## config.mk

```make
export PLATFORM = sky130hd
export DESIGN_NAME = bram_stream_loader
export DESIGN_NICKNAME = d
export VERILOG_FILES = /design/src/rtl/bram_stream_loader.sv
export SDC_FILE = /design/constraint.sdc
export NUM_CORES = 1
export LEC_CHECK = 0
export CELL_PAD_IN_SITES_DETAIL_PLACEMENT = 1
export CELL_PAD_IN_SITES_GLOBAL_PLACEMENT = 2
export CORE_AREA = 4 4 172 174
export CTS_BUF_LIST = sky130_fd_sc_hd__clkbuf_8 sky130_fd_sc_hd__clkbuf_16
export CTS_CLUSTER_SIZE = 25
export DETAILED_ROUTE_END_ITERATION = 8
export DIE_AREA = 0 0 176 178
export GPL_TIMING_DRIVEN = 0
export PLACE_DENSITY_LB_ADDON = 0.3
export SLEW_MARGIN = 20
export SYNTH_ARGS = -nofsm -noshare
export SYNTH_HDL_FRONTEND = slang
export SYNTH_SLANG_ARGS = --single-unit
```

## constraint.sdc

```tcl
create_clock -name clk -period 10 [get_ports clk]
set_input_delay 2 -clock clk [delete_from_list [all_inputs] [get_ports clk]]
set_output_delay 2 -clock clk [all_outputs]
set_load 0.1 [all_outputs]
```

## src/rtl/bram_stream_loader.sv

```systemverilog
// bram_stream_loader
// Streams packed {hi16, lo16} words from a valid/ready source into three BRAM
// banks through their port B: node (b0), then weight (b1), then bias (b2).
// Each bank receives n = min(i_num_cnt, MEM_SIZE) words at addresses 0..n-1.
// o_done pulses for one cycle once all three banks hold a complete frame.
//
// Handshake: a word transfers on a rising edge where s_valid & s_ready are
// both 1; s_ready is high exactly while the FSM is in LOAD, the source may
// drop s_valid on any cycle, and only transferred words produce BRAM writes.
module bram_stream_loader #(
   parameter int CNT_BIT  = 31,
   parameter int DWIDTH   = 32,
   parameter int AWIDTH   = 12,
   parameter int MEM_SIZE = 4096
) (
   input  logic               clk,
   input  logic               reset,
   input  logic               i_run,
   input  logic [CNT_BIT-1:0] i_num_cnt,
   output logic               o_idle,
   output logic               o_load,
   output logic               o_done,
   output logic [1:0]         o_state,
   input  logic               s_valid,
   output logic               s_ready,
   input  logic [DWIDTH-1:0]  s_data,
   output logic [AWIDTH-1:0]  addr_b0,
   output logic               ce_b0,
   output logic               we_b0,
   output logic [DWIDTH-1:0]  d_b0,
   output logic [AWIDTH-1:0]  addr_b1,
   output logic               ce_b1,
   output logic               we_b1,
   output logic [DWIDTH-1:0]  d_b1,
   output logic [AWIDTH-1:0]  addr_b2,
   output logic               ce_b2,
   output logic               we_b2,
   output logic [DWIDTH-1:0]  d_b2
);

   typedef enum logic [1:0] {
      S_IDLE = 2'd0,
      S_LOAD = 2'd1,
      S_DONE = 2'd2
   } state_t;

   localparam logic [CNT_BIT-1:0] MEM_SIZE_C = CNT_BIT'(MEM_SIZE);

   state_t             state_q;
   logic [CNT_BIT-1:0] n_q;
   logic [CNT_BIT-1:0] n_d;
   logic [CNT_BIT-1:0] cnt_q;
   logic [CNT_BIT-1:0] cnt_d;
   logic [1:0]         bank_q;
   logic [1:0]         bank_d;
   logic               idle_q;
   logic               load_q;
   logic               done_q;
   logic               hs;
   logic               last_word;

   logic [2:0]         ce_q;
   logic [AWIDTH-1:0]  addr_q [3];
   logic [DWIDTH-1:0]  data_q [3];

   // Clamped frame length, handshake detection and word/bank advance
   always_comb begin
      n_d       = (i_num_cnt > MEM_SIZE_C) ? MEM_SIZE_C : i_num_cnt;
      hs        = s_valid & s_ready;
      last_word = (cnt_q == (n_q - CNT_BIT'(1)));
      cnt_d     = cnt_q;
      bank_d    = bank_q;
      if (hs) begin
         if (last_word) begin
            cnt_d  = '0;
            bank_d = bank_q + 2'd1;
         end else begin
            cnt_d  = cnt_q + CNT_BIT'(1);
         end
      end
   end

   // Control FSM: state, frame length, word counter, bank select, status flags
   always_ff @(posedge clk or posedge reset) begin
      if (reset) begin
         state_q <= S_IDLE;
         n_q     <= '0;
         cnt_q   <= '0;
         bank_q  <= 2'd0;
         idle_q  <= 1'b1;
         load_q  <= 1'b0;
         done_q  <= 1'b0;
      end else begin
         case (state_q)
            S_IDLE: begin
               if (i_run) begin
                  n_q    <= n_d;
                  cnt_q  <= '0;
                  bank_q <= 2'd0;
                  idle_q <= 1'b0;
                  if (n_d == '0) begin
                     state_q <= S_DONE;
                     done_q  <= 1'b1;
                  end else begin
                     state_q <= S_LOAD;
                     load_q  <= 1'b1;
                  end
               end
            end
            S_LOAD: begin
               cnt_q  <= cnt_d;
               bank_q <= bank_d;
               // The final word of bank 2 closes the frame; its write lands during DONE
               if (hs && last_word && (bank_q == 2'd2)) begin
                  state_q <= S_DONE;
                  load_q  <= 1'b0;
                  done_q  <= 1'b1;
               end
            end
            S_DONE: begin
               state_q <= S_IDLE;
               done_q  <= 1'b0;
               idle_q  <= 1'b1;
            end
            default: begin
               state_q <= S_IDLE;
               load_q  <= 1'b0;
               done_q  <= 1'b0;
               idle_q  <= 1'b1;
            end
         endcase
      end
   end

   // Registered BRAM write port: one-cycle pulse on the selected bank, addr/data hold otherwise
   always_ff @(posedge clk or posedge reset) begin
      if (reset) begin
         ce_q <= 3'b000;
         for (int k = 0; k < 3; k++) begin
            addr_q[k] <= '0;
            data_q[k] <= '0;
         end
      end else begin
         for (int k = 0; k < 3; k++) begin
            if (hs && (bank_q == 2'(k))) begin
               ce_q[k]   <= 1'b1;
               addr_q[k] <= cnt_q[AWIDTH-1:0];
               data_q[k] <= s_data;
            end else begin
               ce_q[k]   <= 1'b0;
            end
         end
      end
   end

   assign s_ready = (state_q == S_LOAD);
   assign o_idle  = idle_q;
   assign o_load  = load_q;
   assign o_done  = done_q;
   assign o_state = state_q;

   assign ce_b0   = ce_q[0];
   assign we_b0   = ce_q[0];
   assign addr_b0 = addr_q[0];
   assign d_b0    = data_q[0];
   assign ce_b1   = ce_q[1];
   assign we_b1   = ce_q[1];
   assign addr_b1 = addr_q[1];
   assign d_b1    = data_q[1];
   assign ce_b2   = ce_q[2];
   assign we_b2   = ce_q[2];
   assign addr_b2 = addr_q[2];
   assign d_b2    = data_q[2];

endmodule
```

Yosys cells after proc, flatten, opt, wreduce, memory -nomap -nowiden --
Cells that the tools add are included.
Storage, ports and cells: input port bits 67, word-level logic and storage cells 74, output and inout bits 144, register bits 204
Cells by class: $lt $le $gt $ge 1, mux-type cells 26, eq/ne operators 11, reduce and logical (&&, ||, !) cells 16, $add $sub $neg 3, bitwise logic cells 3
Operators with widths (number):
- $mux W31 | 4
- $pmux W31 S2 | 1
- $add A31 B1 Y31 const B | 1
- $eq A31 B31 Y1 | 1
- $gt A31 B13 Y1 const B | 1
- $logic_not A31 Y1 | 1
- $sub A31 B1 Y31 const B | 1
- $mux W2 | 6
- $mux W1 | 10
- $pmux W2 S2 | 2
- $reduce_and A4 Y1 | 2
- $ne A2 B1 Y1 const B | 3
- $ne A2 B2 Y1 const B | 3
- $reduce_and A2 Y1 | 3
- $reduce_and A3 Y1 | 2
- $logic_and A1 B1 Y1 | 5
- $eq A2 B1 Y1 const B | 2
- $eq A2 B2 Y1 const B | 2
- $logic_not A2 Y1 | 2
- $pmux W1 S2 | 2
- $pmux W1 S3 | 1
- $add A2 B1 Y2 const B | 1
- $not A1 Y1 | 2
- $reduce_bool A2 Y1 | 1
- $and A1 B1 Y1 | 1

Depth between registers and ports, before layout --
Gate-level depths: netlist of the first run.
word-level depth 6, mapped depth 12, depth with buffers taken out 11

Least setup slack after synthesis of the first run --
OpenSTA, ideal clock, no wires.
kind flip-flop to output port, start reg state_q[1] (netlist: o_state[1]), end out s_ready, data arrival time 1917 ps, data required time 8000 ps, stages on the path, launching flop included 4, path slack 6083 ps, path through dfrtp_1 > clkbuf_1 > nand2b_1 > inv_1
On the way: word-level cells in the longest chain between the ends 1
RTL lines:
- start: declaration | line 49 | state_t state_q;
- start signal: assignment | line 86 | state_q <= S_IDLE;
- start signal: assignment | line 102 | state_q <= S_DONE;
- start signal: assignment | line 105 | state_q <= S_LOAD;
- $eq A2 B1 Y1 | line 156 | assign s_ready = (state_q == S_LOAD);
- end: declaration | line 25 | output logic s_ready,
No other way between the ends.

Worst setup path in the final report of the first run --
Same ends and word-level chain as after synthesis.

==> results.md, run 1 <==
- Post-Syn Instances: 742
- Final wirelength: roughly 26 mm
- Vias after detailed routing: between 6000 and 7000
- Req. time, crit path: 8.00 ns
- Hold path cells: 2
- Worst-path clk slew: around 0.06 ns
- Pre-antenna DRT Iters: 4
- Via/cell ratio: between 4 and 5
- Reg2reg setup slack: 6.05 ns
- Clk root buf: clkbuf_16
- Largest net degree at the start of global routing: 81
- Slowest cell delay on critical path: 1.15 ns
- Chip height: 178 µm
- Peak supply drop: approximately 0.2 mV
- Crit path time final: 4.62 ns
- Cell family with most CP delay: buffers and inverters
- Synth top cells by count: dfrtp_1 (203), mux2_2 (131), nand2_1 (41), nor2_1 (40), xor2_1 (36)
- Die Width: approximately 180 µm
- Post-route cell area: 12600 µm²
- TritonCTS Sinks: 204
- Synth cell types: 58
- Worst EP arrival: between 2 and 3 ns
- I/O Buffers: 210
- RePlAce Congestion: 0.793
- Final hold violation count: 0
- Post-CTS Hold Buffers: 0
- Number of flops mapped to enable cells by yosys: 0
- HPWL after DPL: 18.7 mm
- Placed cell area: 11800 µm²
- PD cells: 272 nW/µm²
- CP Class: flip-flop to output port
- Routed len/inst: 18.6 µm
- Initial antenna violation count: 0
- Top-Level Pins: ~210
- Total track usage: between 10% and 20%
- Setup Buffers After CTS: 0
- Ratio of cells with drive above 1 in the final layout: 20.4%
- Area occupied by multi-input gates: 3790 µm²
- Worst path bufs/invs: 3
- Worst-path maximum fanout: 9
- Clk_lat worst skew: 0.53 ns
- Cell accounting for the most synthesized area: dfrtp_1
- Actual slew at the worst max-slew pin: 1.07 ns
- # fillers: 2990
- WL met2: 11.6 mm
- Synth Cell Area: 9140 µm²
- Total power: 0.00342 W
- Ys async rst share: 100%
- FP Rows: 61
- PnR worst setup slack: 5.38 ns
- Min-Delay Path Class: flip-flop to flip-flop
- Slew Limit Fails: 0
- Setup-failing EPs final: 0
- Grt total ovfl: 0
- Core outline area: 27800 µm²
- Status: finished, final reports clean
- Final nets: 1053
- Element type at the critical path end: output port
- Met1 WL: 10.8 mm
- CTS tree: yes
- Slew HR: 28.7%
- Tcrit/Tclk final: 46.2%
- # resized after CTS: 0
- Most instantiated library cell after synthesis: dfrtp_1
- P&R area growth vs syn: 37.7%
- Fmax achieved: 0.216 GHz
- Number of global-route vias before repair: 7351
- Max cap viols: 0
- Top routing layer used: met4
- DRT antenna net count: 0
- H-Tree Depth: 1
- Unrepaired setup endpoints after global routing: no
- Yosys warns: 0
- CP Cell Sequence: clkbuf_1 > nand2b_1 > inv_1 > clkdlybuf4s50_1
- Number of CTS-inserted buffers: 25
- Sequential share of the synthesized area: 55.9%
- CP max-delay cell: clkdlybuf4s50_1
- DRC Markers: 0
- CP Depth: 4
- Die ar.: around 31000 µm²
- Initial Util: 32.9%
- Initial drt markers: between 200 and 250
- Setup crit start kind: flip-flop
- CTS Buffer Depth: 3
- Leak pwr: 5.59 nW
- Met3 WL: 2.81 mm
- # diodes: 0
- Syn avg cell area: between 10 and 15 µm²
- Largest cells by area after synthesis: dfrtp_1 (56%), mux2_2 (16%), xor2_1 (3.5%)
- Share of the synthesized area in the top cell type: 55.6%
- Worst-case reg-to-reg path depth: 12
- Final Skew: 0.0206 ns
- First-pass GRT wire length: 41.7 mm
- Synth Flop Type: dfrtp_1
- Register area: 5110 µm²
- Worst slack at placement: 5.13 ns
- Syn Nets: 814
- Synth Register Bits: 204
[layout make-up]
| type | count | share of cell area, % |
|---|---|---|
| Multi-Input combinational cell | 485 | 30.1 |
| Clock inverter | 12 | 0.537 |
| Inverter | 14 | 0.477 |
| Clock buffer | 33 | 5.85 |
| Timing Repair Buffer | 212 | 17.1 |
| Buffer | 39 | 1.52 |
| Sequential cell | 204 | 40.6 |
| Tap cell | 378 | 3.76 |
[through the flow]
step / hold slack [ns] / util [%] / setup TNS (ns) / instances
6_report: 0.487 / 45.3 / 0 / 1377
5_1_grt: 0.505 / 45.3 / 0 / 1377
4_1_cts: 0.493 / 45.3 / 0 / 1377
3_5_place_dp: 0.483 / 42.4 / 0 / 1332
3_3_place_gp: 0.466 / 42.2 / -145.85 / 1330
2_1_floorplan: 0.474 / - / 0 / 742
[where the power goes]
group          internal (W)  switching (W)
clock network      0.000514       0.000354
registers          0.000957      0.0000784
logic              0.000386        0.00113
total               0.00186        0.00157
[per-layer routing]
layer / vias up / track usage, %
li1: 3094 / -
met1: 3322 / 21.0
met2: 193 / 26.2
met3: 26 / 7.42
met4: 0 / 3.25
met5: - / 0
[placed cells by master (no fill, tap or decap), drive strengths merged, types with 2 or more instances in the layout]
cell           instances
a211oi                 2
a21oi                 13
a22o                   9
and2                  18
and3                  11
and4                   3
buf                   10
clkbuf                64
clkdlybuf4s50        210
clkinv                 4
dfrtp                203
ha                     5
inv                   21
mux2                 131
mux2i                  3
nand2                 41
nand2b                 6
nand3                 15
nand3b                 6
nand4                 18
nor2                  52
nor2b                  4
nor3                  15
nor4                  17
nor4b                  2
o211ai                 2
o21a                   2
o21ai                 17
o22ai                  2
o31ai                  3
or3                    4
or4                    7
xnor2                 27
xor2                  36
[path summary, 6_finish.rpt]
kind                                  from    endpoint
min in group asynchronous            reset     d_b2[7]
worst min register to register  addr_b1[3]  addr_b1[3]
worst max register to register      n_q[0]   cnt_q[29]
worst max-delay path            o_state[1]     s_ready
max in group asynchronous            reset      o_idle
worst min-delay path            addr_b1[3]  addr_b1[3]
[kinds of logic (layout without fill, tap and decap cells)]
kind of cell	count (synthesis)	after routing	synth area share, %
AOI/OAI and AO/OA	59	59	4.67
DFF	204	204	55.9
buffers and inverters	53	310	2.67
and+or+nand+nor	224	224	13.6
muxes	134	134	16.5
xor gates and xnor gates	63	63	6.04
adders and majority gates	5	5	0.685
[tightest hold or removal path: cells and delay by family, from the launching register on]
family	cells	cell delay [ns]
AND/OR/NAND/NOR	1	0.05
AO/OA/AOI/OAI	1	0.06
flip-flops	1	0.34
[registers in the layout (all words and copies together), names as in the netlist, 12 cells and up]
register / count
addr_b0: 12
addr_b1: 12
addr_b2: 12
cnt_q: 31
d_b0: 32
d_b1: 32
d_b2: 32
n_q: 31
Power figures use the tool's default switching activity.
==> run 2: changes to the inputs <==
--- a/config.mk
+++ b/config.mk
@@ -7,11 +7,11 @@
 export LEC_CHECK = 0
 export CELL_PAD_IN_SITES_DETAIL_PLACEMENT = 1
 export CELL_PAD_IN_SITES_GLOBAL_PLACEMENT = 2
-export CORE_AREA = 4 4 172 174
+export CORE_AREA = 4 4 180 182
 export CTS_BUF_LIST = sky130_fd_sc_hd__clkbuf_8 sky130_fd_sc_hd__clkbuf_16
 export CTS_CLUSTER_SIZE = 25
 export DETAILED_ROUTE_END_ITERATION = 8
-export DIE_AREA = 0 0 176 178
+export DIE_AREA = 0 0 184 186
 export GPL_TIMING_DRIVEN = 0
 export PLACE_DENSITY_LB_ADDON = 0.3
 export SLEW_MARGIN = 20
==> constraint.sdc (replaced) <==
create_clock -name clk -period 3.8 [get_ports clk]
set_input_delay 0.76 -clock clk [delete_from_list [all_inputs] [get_ports clk]]
set_output_delay 0.76 -clock clk [all_outputs]
set_load 0.1 [all_outputs]
==> run 2 against run 1 <==
Clock skew shrank 0.0028 ns. First-iteration DRC count grew 25%. Core utilization shrank 3.7 points. Sequential share of layout area shrank 0.42 points. Final cell count grew 1.5%. Clock power grew to 2.5 times the previous value. Setup slack lost 5.1 ns. Total power grew to 2.6 times the previous value. Flip-flop and latch count is the same. Sequential power grew to 2.6 times the previous value. Via count grew 0.32%.
==> results.md, run 2 (synthesis gave the netlist of run 1 again) <==
- Number of global-route vias before repair: between 7000 and 8000
- Post-CTS Hold Buffers: 0
- Core outline area: 30600 µm²
- Worst-path maximum fanout: 10
- Die ar.: 34200 µm²
- Worst-path clk slew: 0.06 ns
- DRC Markers: 0
- Fmax achieved: 0.281 GHz
- Grt total ovfl: 0
- Most frequent cells in the layout: clkdlybuf4s50_1 (210), dfrtp_1 (203), mux2_2 (131), nand2_1 (41), nor2_1 (40)
- Tcrit/Tclk final: 93.6%
- Setup crit start kind: flip-flop
- Worst EP arrival: 4.00 ns
- Ratio of cells with drive above 1 in the final layout: 20.9%
- Max cap viols: 0
- Initial drt markers: 263
- Placed cell area: 11900 µm²
- GR Util met2: between 20% and 30%
- Final wirelength: between 20 and 30 mm
- Reg2reg start: n_q[0]
- Leak pwr: 5.63 nW
- Total track usage: between 10% and 20%
- Vias after detailed routing: 6656
- Actual slew at the worst max-slew pin: 1.07 ns
- Req. time, crit path: around 4.2 ns
- HPWL after DPL: ~20 mm
- Non-filler cells in the finished layout: 1397
- Crit path time final: 3.56 ns
- I/O Buffers: 210
- CP Class: flip-flop to flip-flop
- FP Rows: 64
- DRT antenna net count: 0
- Pre-antenna DRT Iters: 4
- RR Endpoint: cnt_q[10]
- Die Width: 184 µm
- GR peak layer: met2
- PnR worst setup slack: 0.244 ns
- Worst slack at placement: -0.205 ns
- # diodes: 0
- Worst-case reg-to-reg path depth: 12
- RePlAce Congestion: 0.758
- H-Tree Depth: 1
- Largest net degree at the start of global routing: 32
- Final Skew: 0.0178 ns
- Worst setup path endpoint: cnt_q[10]
- CTS tree: yes
- Reg2reg setup slack: around 0.24 ns
- Number of CTS-inserted buffers: 24
- Met1 Use GR: 20.1%
- Routed len/inst: about 20 µm
- Most common cell after layout, fill and taps aside: clkdlybuf4s50_1
- Dpl cells: 1355
- Top-Level Pins: 211
- Peak supply drop: approximately 0.55 mV
- Slew Limit Fails: 0
- Final setup TNS: 0 ns
- Setup-failing EPs final: 0
- Post-route cell area: 12700 µm²
- Final hold violation count: 0
- Via/cell ratio: about 4.8
- Clk_lat worst skew: 0.52 ns
- Element type at the critical path end: flip-flop
- PD cells: 708 nW/µm²
- Slew HR: between 20% and 30%
- Initial antenna violation count: 0
- TritonCTS Sinks: 204
- P&R area growth vs syn: 39.1%
- CTS Buffer Depth: 3
- Min-Delay Path Class: flip-flop to flip-flop
- Status: finished, final reports clean
- Critical Path Source: n_q[0]
- Clk root buf: clkbuf_16
- First-pass GRT wire length: 43.7 mm
- Final nets: 1060
- Chip height: 186 µm
- Met3 Resource Use GR: 7.93%
- Initial Util: between 20% and 30%
run 2: cell types whose count changed in the layout (fill, tap and decap cells not counted), moves of 2 or more:
cell | previous run | this run
clkbuf_8 | 8 | 6
buf_4 | 3 | 6
buf_12 | 1 | 7
inv_6 | 2 | 0
run 2: worst min-delay path by stage:
stage                    start         end  slack, ns  cells past startpoint
finish                  o_idle      o_idle       0.49                      2
global route        addr_b1[3]  addr_b1[3]       0.51                      2
CTS                 addr_b1[3]  addr_b1[3]       0.50                      2
detailed placement  addr_b1[3]  addr_b1[3]       0.49                      2
global placement    addr_b1[3]  addr_b1[3]       0.47                      2
floorplan              n_q[30]     n_q[30]       0.47                      1
run 2: layout make-up:
type	count	area, µm²
plain buffers	39	191
clock inverters	9	75.1
fillers	3281	17900
repair buffers	220	2270
multi-input cells	485	3830
well taps	396	495
inverters	14	56.3
flip-flops and latches	204	5110
clock buffers	30	683
run 2: metal layers:
layer	vias up	wire length (µm)
li1	3091	-
met1	3367	11500
met2	173	12500
met3	25	3090
met4	0	333
met5	-	0
run 2: through the flow:
| stage | hold WS [ns] | utilization [%] | power (W) |
|---|---|---|---|
| 3_5_place_dp | 0.489 | 38.9 | 0.00682 |
| 4_1_cts | 0.502 | 41.4 | 0.00912 |
| 5_1_grt | 0.509 | 41.6 | 0.00942 |
| 6_report | 0.494 | 41.6 | 0.00900 |
| 2_1_floorplan | 0.474 | - | 0.00576 |
| 3_3_place_gp | 0.466 | 38.4 | 0.00677 |
run 2: power breakdown:
| group | internal (W) | total [W] | switching (W) |
|---|---|---|---|
| Sequential | 0.00252 | 0.00273 | 0.000212 |
| Combinational | 0.00105 | 0.00406 | 0.00301 |
| Clock | 0.00132 | 0.00221 | 0.000888 |
| Total | 0.00489 | 0.00900 | 0.00411 |
run 2: worst max-delay path: stages, from the launching register on:
cell       delay, ns
dfrtp_1         0.45
inv_1           0.10
ha_1            0.23
nor3b_4         0.40
nand4_1         0.38
or4_1           0.60
and3_1          0.20
o21ba_1         0.20
a2bb2oi_4       0.18
a31oi_4         0.34
nor2_8          0.11
buf_12          0.18
nor2_2          0.10
run 2: what timing repair did:
action / in CTS / in global routing
endpoints found under the setup margin: 34 / 28
pin swaps: 1 / 1
cloned: 0 / 0
gates resized for setup: 3 / 3
buffers inserted: 0 / 3
